## src/rtl/decode_pipe.sv

```systemverilog
// RV32 decode stage: register file, immediate/type decode, one registered output slot.
// Latency: one cycle from accept to o_valid. Optional operand bypass under DECODE_BYPASS_EN.
// Backpressure: o_ready = !o_valid || i_ready, no skid buffer; a held slot keeps its outputs.
module decode_pipe #(
  parameter int XLEN     = 32,
  parameter int NUM_REGS = 32
) (
  input  logic            i_clk,
  input  logic            i_rst,
  input  logic            i_valid,
  output logic            o_ready,
  input  logic [31:0]     i_inst,
  input  logic [XLEN-1:0] i_pc,
  input  logic            i_flush,
  input  logic            i_wb_en,
  input  logic [4:0]      i_wb_index,
  input  logic [XLEN-1:0] i_wb_data,
  output logic            o_valid,
  input  logic            i_ready,
  output logic [XLEN-1:0] o_pc,
  output logic [XLEN-1:0] o_rs1_data,
  output logic [XLEN-1:0] o_rs2_data,
  output logic [XLEN-1:0] o_imm,
  output logic [4:0]      o_rs1,
  output logic [4:0]      o_rs2,
  output logic [4:0]      o_rd,
  output logic [5:0]      o_type,
  output logic            o_illegal
);

  // RV32E only needs 4 index bits; higher indices are filtered by in_range()
  localparam int RW = (NUM_REGS == 16) ? 4 : 5;

  logic [XLEN-1:0] rf [NUM_REGS];
  logic            slot_vld;
  logic            accept;

  logic [4:0]      d_rs1, d_rs2, d_rd;
  logic            t_r, t_i, t_s, t_b, t_u, t_j;
  logic [XLEN-1:0] d_imm;
  logic            d_ill;
  logic [XLEN-1:0] d_rs1_data, d_rs2_data;

  // x0 and indices beyond the architectural file are not real registers
  function automatic logic in_range(input logic [4:0] idx);
    return (idx != 5'd0) && (int'(idx) < NUM_REGS);
  endfunction

  // Gate the handshake with reset so neither side sees a transfer on the reset cycle
  assign o_valid = slot_vld && !i_rst;
  assign o_ready = !i_rst && (!slot_vld || i_ready);
  assign accept  = i_valid && o_ready;

  // Field extraction, type flags and immediate selection (I > S > B > U > J)
  always_comb begin
    d_rs1 = i_inst[19:15];
    d_rs2 = i_inst[24:20];
    d_rd  = i_inst[11:7];
    t_r   = (i_inst[6:4] == 3'b011) && !i_inst[2];
    t_i   = (!i_inst[5] && !i_inst[2]) || (i_inst[6:4] == 3'b111) || (i_inst[4:2] == 3'b001);
    t_s   = (i_inst[6:4] == 3'b010);
    t_b   = i_inst[6] && (i_inst[4:2] == 3'b000);
    t_u   = (i_inst[4:2] == 3'b101);
    t_j   = i_inst[3];
    d_imm = '0;
    if (t_i)
      d_imm = XLEN'($signed(i_inst[31:20]));
    else if (t_s)
      d_imm = XLEN'($signed({i_inst[31:25], i_inst[11:7]}));
    else if (t_b)
      d_imm = XLEN'($signed({i_inst[31], i_inst[7], i_inst[30:25], i_inst[11:8], 1'b0}));
    else if (t_u)
      d_imm = XLEN'($signed({i_inst[31:12], 12'b0}));
    else if (t_j)
      d_imm = XLEN'($signed({i_inst[31], i_inst[19:12], i_inst[20], i_inst[30:21], 1'b0}));
    d_ill = (i_inst[1:0] != 2'b11) ||
            ((NUM_REGS == 16) && (d_rs1[4] || d_rs2[4] || d_rd[4]));
  end

  // Operand read from pre-write array contents, optionally forwarding the same-cycle writeback
  always_comb begin
    d_rs1_data = '0;
    d_rs2_data = '0;
    if (in_range(d_rs1)) d_rs1_data = rf[d_rs1[RW-1:0]];
    if (in_range(d_rs2)) d_rs2_data = rf[d_rs2[RW-1:0]];
`ifdef DECODE_BYPASS_EN
    if (i_wb_en && in_range(d_rs1) && (i_wb_index == d_rs1)) d_rs1_data = i_wb_data;
    if (i_wb_en && in_range(d_rs2) && (i_wb_index == d_rs2)) d_rs2_data = i_wb_data;
`endif
  end

  // Output slot: flush beats accept, accept loads, otherwise drain when downstream takes it
  always_ff @(posedge i_clk) begin
    if (i_rst) begin
      slot_vld   <= 1'b0;
      o_pc       <= '0;
      o_rs1_data <= '0;
      o_rs2_data <= '0;
      o_imm      <= '0;
      o_rs1      <= '0;
      o_rs2      <= '0;
      o_rd       <= '0;
      o_type     <= '0;
      o_illegal  <= 1'b0;
    end else begin
      if (i_flush) begin
        slot_vld <= 1'b0;
      end else if (accept) begin
        slot_vld   <= 1'b1;
        o_pc       <= i_pc;
        o_rs1_data <= d_rs1_data;
        o_rs2_data <= d_rs2_data;
        o_imm      <= d_imm;
        o_rs1      <= d_rs1;
        o_rs2      <= d_rs2;
        o_rd       <= d_rd;
        o_type     <= {t_j, t_u, t_b, t_s, t_i, t_r};
        o_illegal  <= d_ill;
      end else if (i_ready) begin
        slot_vld <= 1'b0;
      end
`ifdef DECODE_BYPASS_EN
      // A stalled instruction picks up writebacks to its sources so it never leaves stale
      if (slot_vld && !i_ready && !i_flush && i_wb_en) begin
        if (in_range(o_rs1) && (i_wb_index == o_rs1)) o_rs1_data <= i_wb_data;
        if (in_range(o_rs2) && (i_wb_index == o_rs2)) o_rs2_data <= i_wb_data;
      end
`endif
    end
  end

  // Register file: cleared on reset, writeback commits at the edge, x0/out-of-range ignored
  always_ff @(posedge i_clk) begin
    if (i_rst) begin
      for (int k = 0; k < NUM_REGS; k++) rf[k] <= '0;
    end else if (i_wb_en && in_range(i_wb_index)) begin
      rf[i_wb_index[RW-1:0]] <= i_wb_data;
    end
  end

endmodule

```

## config.mk

```make
export PLATFORM = sky130hd
export DESIGN_NAME = decode_pipe
export DESIGN_NICKNAME = d
export VERILOG_FILES = /design/src/rtl/decode_pipe.sv
export SDC_FILE = /design/constraint.sdc
export NUM_CORES = 2
export LEC_CHECK = 0
export CAP_MARGIN = 5
export CORE_ASPECT_RATIO = 1.5
export CORE_UTILIZATION = 55
export CTS_BUF_LIST = sky130_fd_sc_hd__clkbuf_16
export DETAILED_ROUTE_END_ITERATION = 10
export HOLD_SLACK_MARGIN = 0.1
export MAX_ROUTING_LAYER = met4
export PLACE_DENSITY_LB_ADDON = 0.2
export SYNTH_ARGS = -nofsm -noshare
export SYNTH_HDL_FRONTEND = slang
export SYNTH_SLANG_ARGS = --single-unit
```

## constraint.sdc

```tcl
create_clock -name i_clk -period 4.75 [get_ports i_clk]
set_clock_uncertainty 0.1 [all_clocks]
set_input_delay 0.95 -clock i_clk [delete_from_list [all_inputs] [get_ports i_clk]]
set_output_delay 0.95 -clock i_clk [all_outputs]
set_load 0.1 [all_outputs]
```

==> impl_metrics.toml <==
[critical_path]
path_buf_inv = 1
start_kind = "flop"
regToRegSetupSlack_ns = 2.25
crit_type = "reg2out"
path_depth = 1
cp-end-kind = "output pin"
path_cells = "clkdlybuf4s50_1"
reg2reg_to = "o_rs2_data[7]$_SDFFE_PP0P_"
cp_top_family = "buffers and inverters"
reg2reg_depth = 5
crit_start = "o_rs1_data[14]$_SDFFE_PP0P_"
crit_fanout = 3
reg2reg_from = "slot_vld$_SDFFE_PP0P_"
crit_slowest_cell = "clkdlybuf4s50_1"
slowest_delay_ns = 1.24
crit_required_ns = 3.70
endpoint = "o_rs1_data[14]"
crit_arrival_ns = 2.64

[floorplan]
rows = 147
die_w_um = 271
core-area_um2 = 107000
initial_core_util_pct = 55.7
die_h_um = 406
die_area_um2 = 110000
ioPinCount = 259

[clock_tree]
root_buffer = "clkbuf_16"
numClockSinks = 1175
clk_latency_ns = 0.74
tritoncts = "yes"
cts_hold_buf = 0
clk_pin_slew_worst_paths_ns = 0.07
numCtsBuffers = 112
htree_levels = 3
clk_path_buf_depth = 3
cts_setup_buffers = 0
cts_resized = 0

[synthesis]
synth.ff_latch_count = 1175
netlist_area_um2 = 59900
synth_ff_type = "edfxtp_1"
synth_top_family_by_area = "multiplexers"
ys_seq_area_share_pct = 56.4
synthAdderAreaFrac_pct = 0
yosysUniqueCellTypes = 57
synth-xor-area-share_pct = 0
async_flop_share_pct = 0
synth.avg_cell_area_um2 = 14.6
synth_compound_area_share_pct = 5.51
synth-simple-area-share_pct = 12.6
muxShareOfSynthArea_pct = 22.2
synth.yosys.warnings = 0
synthCells = 4113
synth-edff-count = 1024

[route]
drc = 0
routed-via-count = 39100
dr.pass1.iters = 6
routedWlPerCell_um = 34.2
drt_iter0_markers = 4905
viasPerCell = 6.75
antenna_left = 0
drt-total-wl_um = 198000

[power_and_ir_drop]
pwr-share-comb_pct = 13.0
ir_worst_vdd_v = 0.000388
p_int_mw = 18.4
switchingPower_mw = 6.41
cellPowerDensity_nw_per_um2 = 361
seq_power_share_pct = 48.9
finalPower_mw = 24.8
p_leak_nw = 23.5
clockPowerShare_pct = 38.1
swShare_pct = 25.9

[job]
max_cap_viol_count = 0

[placement]
hpwl_um = 125000
dpl_worst_slack_ns = 0.780
io_buffers = 258
gp_congestion = 0.919

[run_status]
outcome = "complete, no violations"

[final_layout]
fill_cells = 7835
layout-drive-gt1-share_pct = 22.8
seqCellArea_um2 = 33800
multi_input_area_um2 = 24800
layout_common_cells = "edfxtp_1, and2_1, mux4_2, clkdlybuf4s50_1, mux2i_1"
area_delta_synth_final_pct = 14.5
nets = 4365
final_common_cell = "edfxtp_1"

[timing]
max-slew-margin-rel_pct = 8.35
hold_ws_ns = 0.353
post-route-min-period_ns = 3.69
timing.final.hold_violations = 0
timing.final.crit_share_pct = 77.6
setup_ws_ns = 1.06
fin_setup_tns_ns = 0
rsz0062_at_grt = "no"
slew_violations = 0
max_clock_freq_mhz = 271
worst_pin_slew_ns = 1.37
setup_viol = 0

[global_routing]
grt_pass1_vias = 39100
grt_max_degree = 105
gr-usage-all-layers_pct = 37.2
antenna_found_initial = 22
grt-ovfl-total = 0
grt_pass1_wl_um = 279000

[worst_hold_path]
worstHoldPathType = "reg2reg"
## metal layers
layer | GRT usage, % | part of all wire [%]
met1 | 44.0 | 34
met3 | 7.73 | 11
met2 | 59.9 | 49
met5 | - | 0
met4 | 20.5 | 6.0
## worst min-delay path by stage
stage | cells after the start | slack [ns] | endpoint | startpoint
2_1_floorplan | 3 | 0.52 | slot_vld$_SDFFE_PP0P_ | slot_vld$_SDFFE_PP0P_
3_3_place_gp | 2 | 0.34 | o_type[0]$_SDFFE_PP0P_ | o_type[0]$_SDFFE_PP0P_
3_5_place_dp | 2 | 0.35 | o_imm[7]$_SDFFE_PP0P_ | o_imm[7]$_SDFFE_PP0P_
4_1_cts | 2 | 0.35 | o_imm[31]$_SDFFE_PP0P_ | o_imm[31]$_SDFFE_PP0P_
5_1_grt | 2 | 0.38 | o_rd[4]$_SDFFE_PP0P_ | o_rd[4]$_SDFFE_PP0P_
6_report | 2 | 0.35 | o_pc[0]$_SDFFE_PP0P_ | o_pc[0]$_SDFFE_PP0P_
## area by class of cell
| class | instances | area share, % |
|---|---|---|
| multi-input combinational | 2530 | 36.2 |
| inverter | 2 | 0.0128 |
| tap | 1415 | 2.58 |
| clock inverter | 97 | 1.40 |
| sequential | 1175 | 49.2 |
| antenna | 15 | 0.0547 |
| clock buffer | 115 | 4.20 |
| timing repair buffer | 437 | 6.35 |
## cell families after synthesis
| kind of cell | Yosys count |
|---|---|
| other cells | 1 |
| compound gates | 467 |
| mux | 753 |
| simple gates | 1278 |
| flops | 1175 |
| buf+inv | 439 |
## power groups by stage
stage                     clock (mW)  sequential (mW)  combinational, mW
after global placement             0             12.3               3.17
after floorplan                    0             12.7               1.68
after global routing            9.86             12.1               3.33
after detailed placement           0             12.3               3.19
after CTS                       9.48             12.1               3.20
final                           9.44             12.1               3.22
## flip-flops by register name, indices dropped and copies added, names as in the netlist, 5 cells and up
signal / count
o_rs2_data: 32
o_rs2: 5
o_imm: 32
o_rd: 5
o_type: 6
o_pc: 32
rf: 1024
o_rs1: 5
o_rs1_data: 32
## synthesized netlist by cell type (all sizes together) (4+ instances only)
| library cell | n | area [um^2] |
|---|---|---|
| edfxtp | 1024 | 30700 |
| and2 | 1003 | 6270 |
| mux4 | 448 | 10100 |
| clkbuf | 295 | 1110 |
| mux2i | 206 | 2060 |
| dfxtp | 151 | 3020 |
| buf | 142 | 882 |
| nand2 | 124 | 465 |
| mux2 | 99 | 1110 |
| o21ai | 91 | 455 |
| a21oi | 79 | 395 |
| nor2 | 79 | 297 |
| a22oi | 62 | 465 |
| o221ai | 50 | 438 |
| o2bb2ai | 50 | 438 |
| o211ai | 37 | 278 |
| a211oi | 23 | 173 |
| a311oi | 21 | 184 |
| nor2b | 21 | 131 |
| a221o | 14 | 140 |
| a2bb2oi | 14 | 123 |
| o31ai | 13 | 97.6 |
| nand4 | 10 | 62.6 |
| nand2b | 8 | 50.1 |
| o311ai | 7 | 61.3 |
| nand3 | 4 | 25.0 |
## stage by stage
stage               area [um^2]  instances  util, %
floorplan                 60000       4144        -
global placement          64700       5559     60.2
detailed placement        64700       5559     60.2
CTS                       68500       5771     63.8
global route              68600       5782     63.8
finish                    68600       5786     63.8
Note: power is estimated with default switching activity, not from simulation.
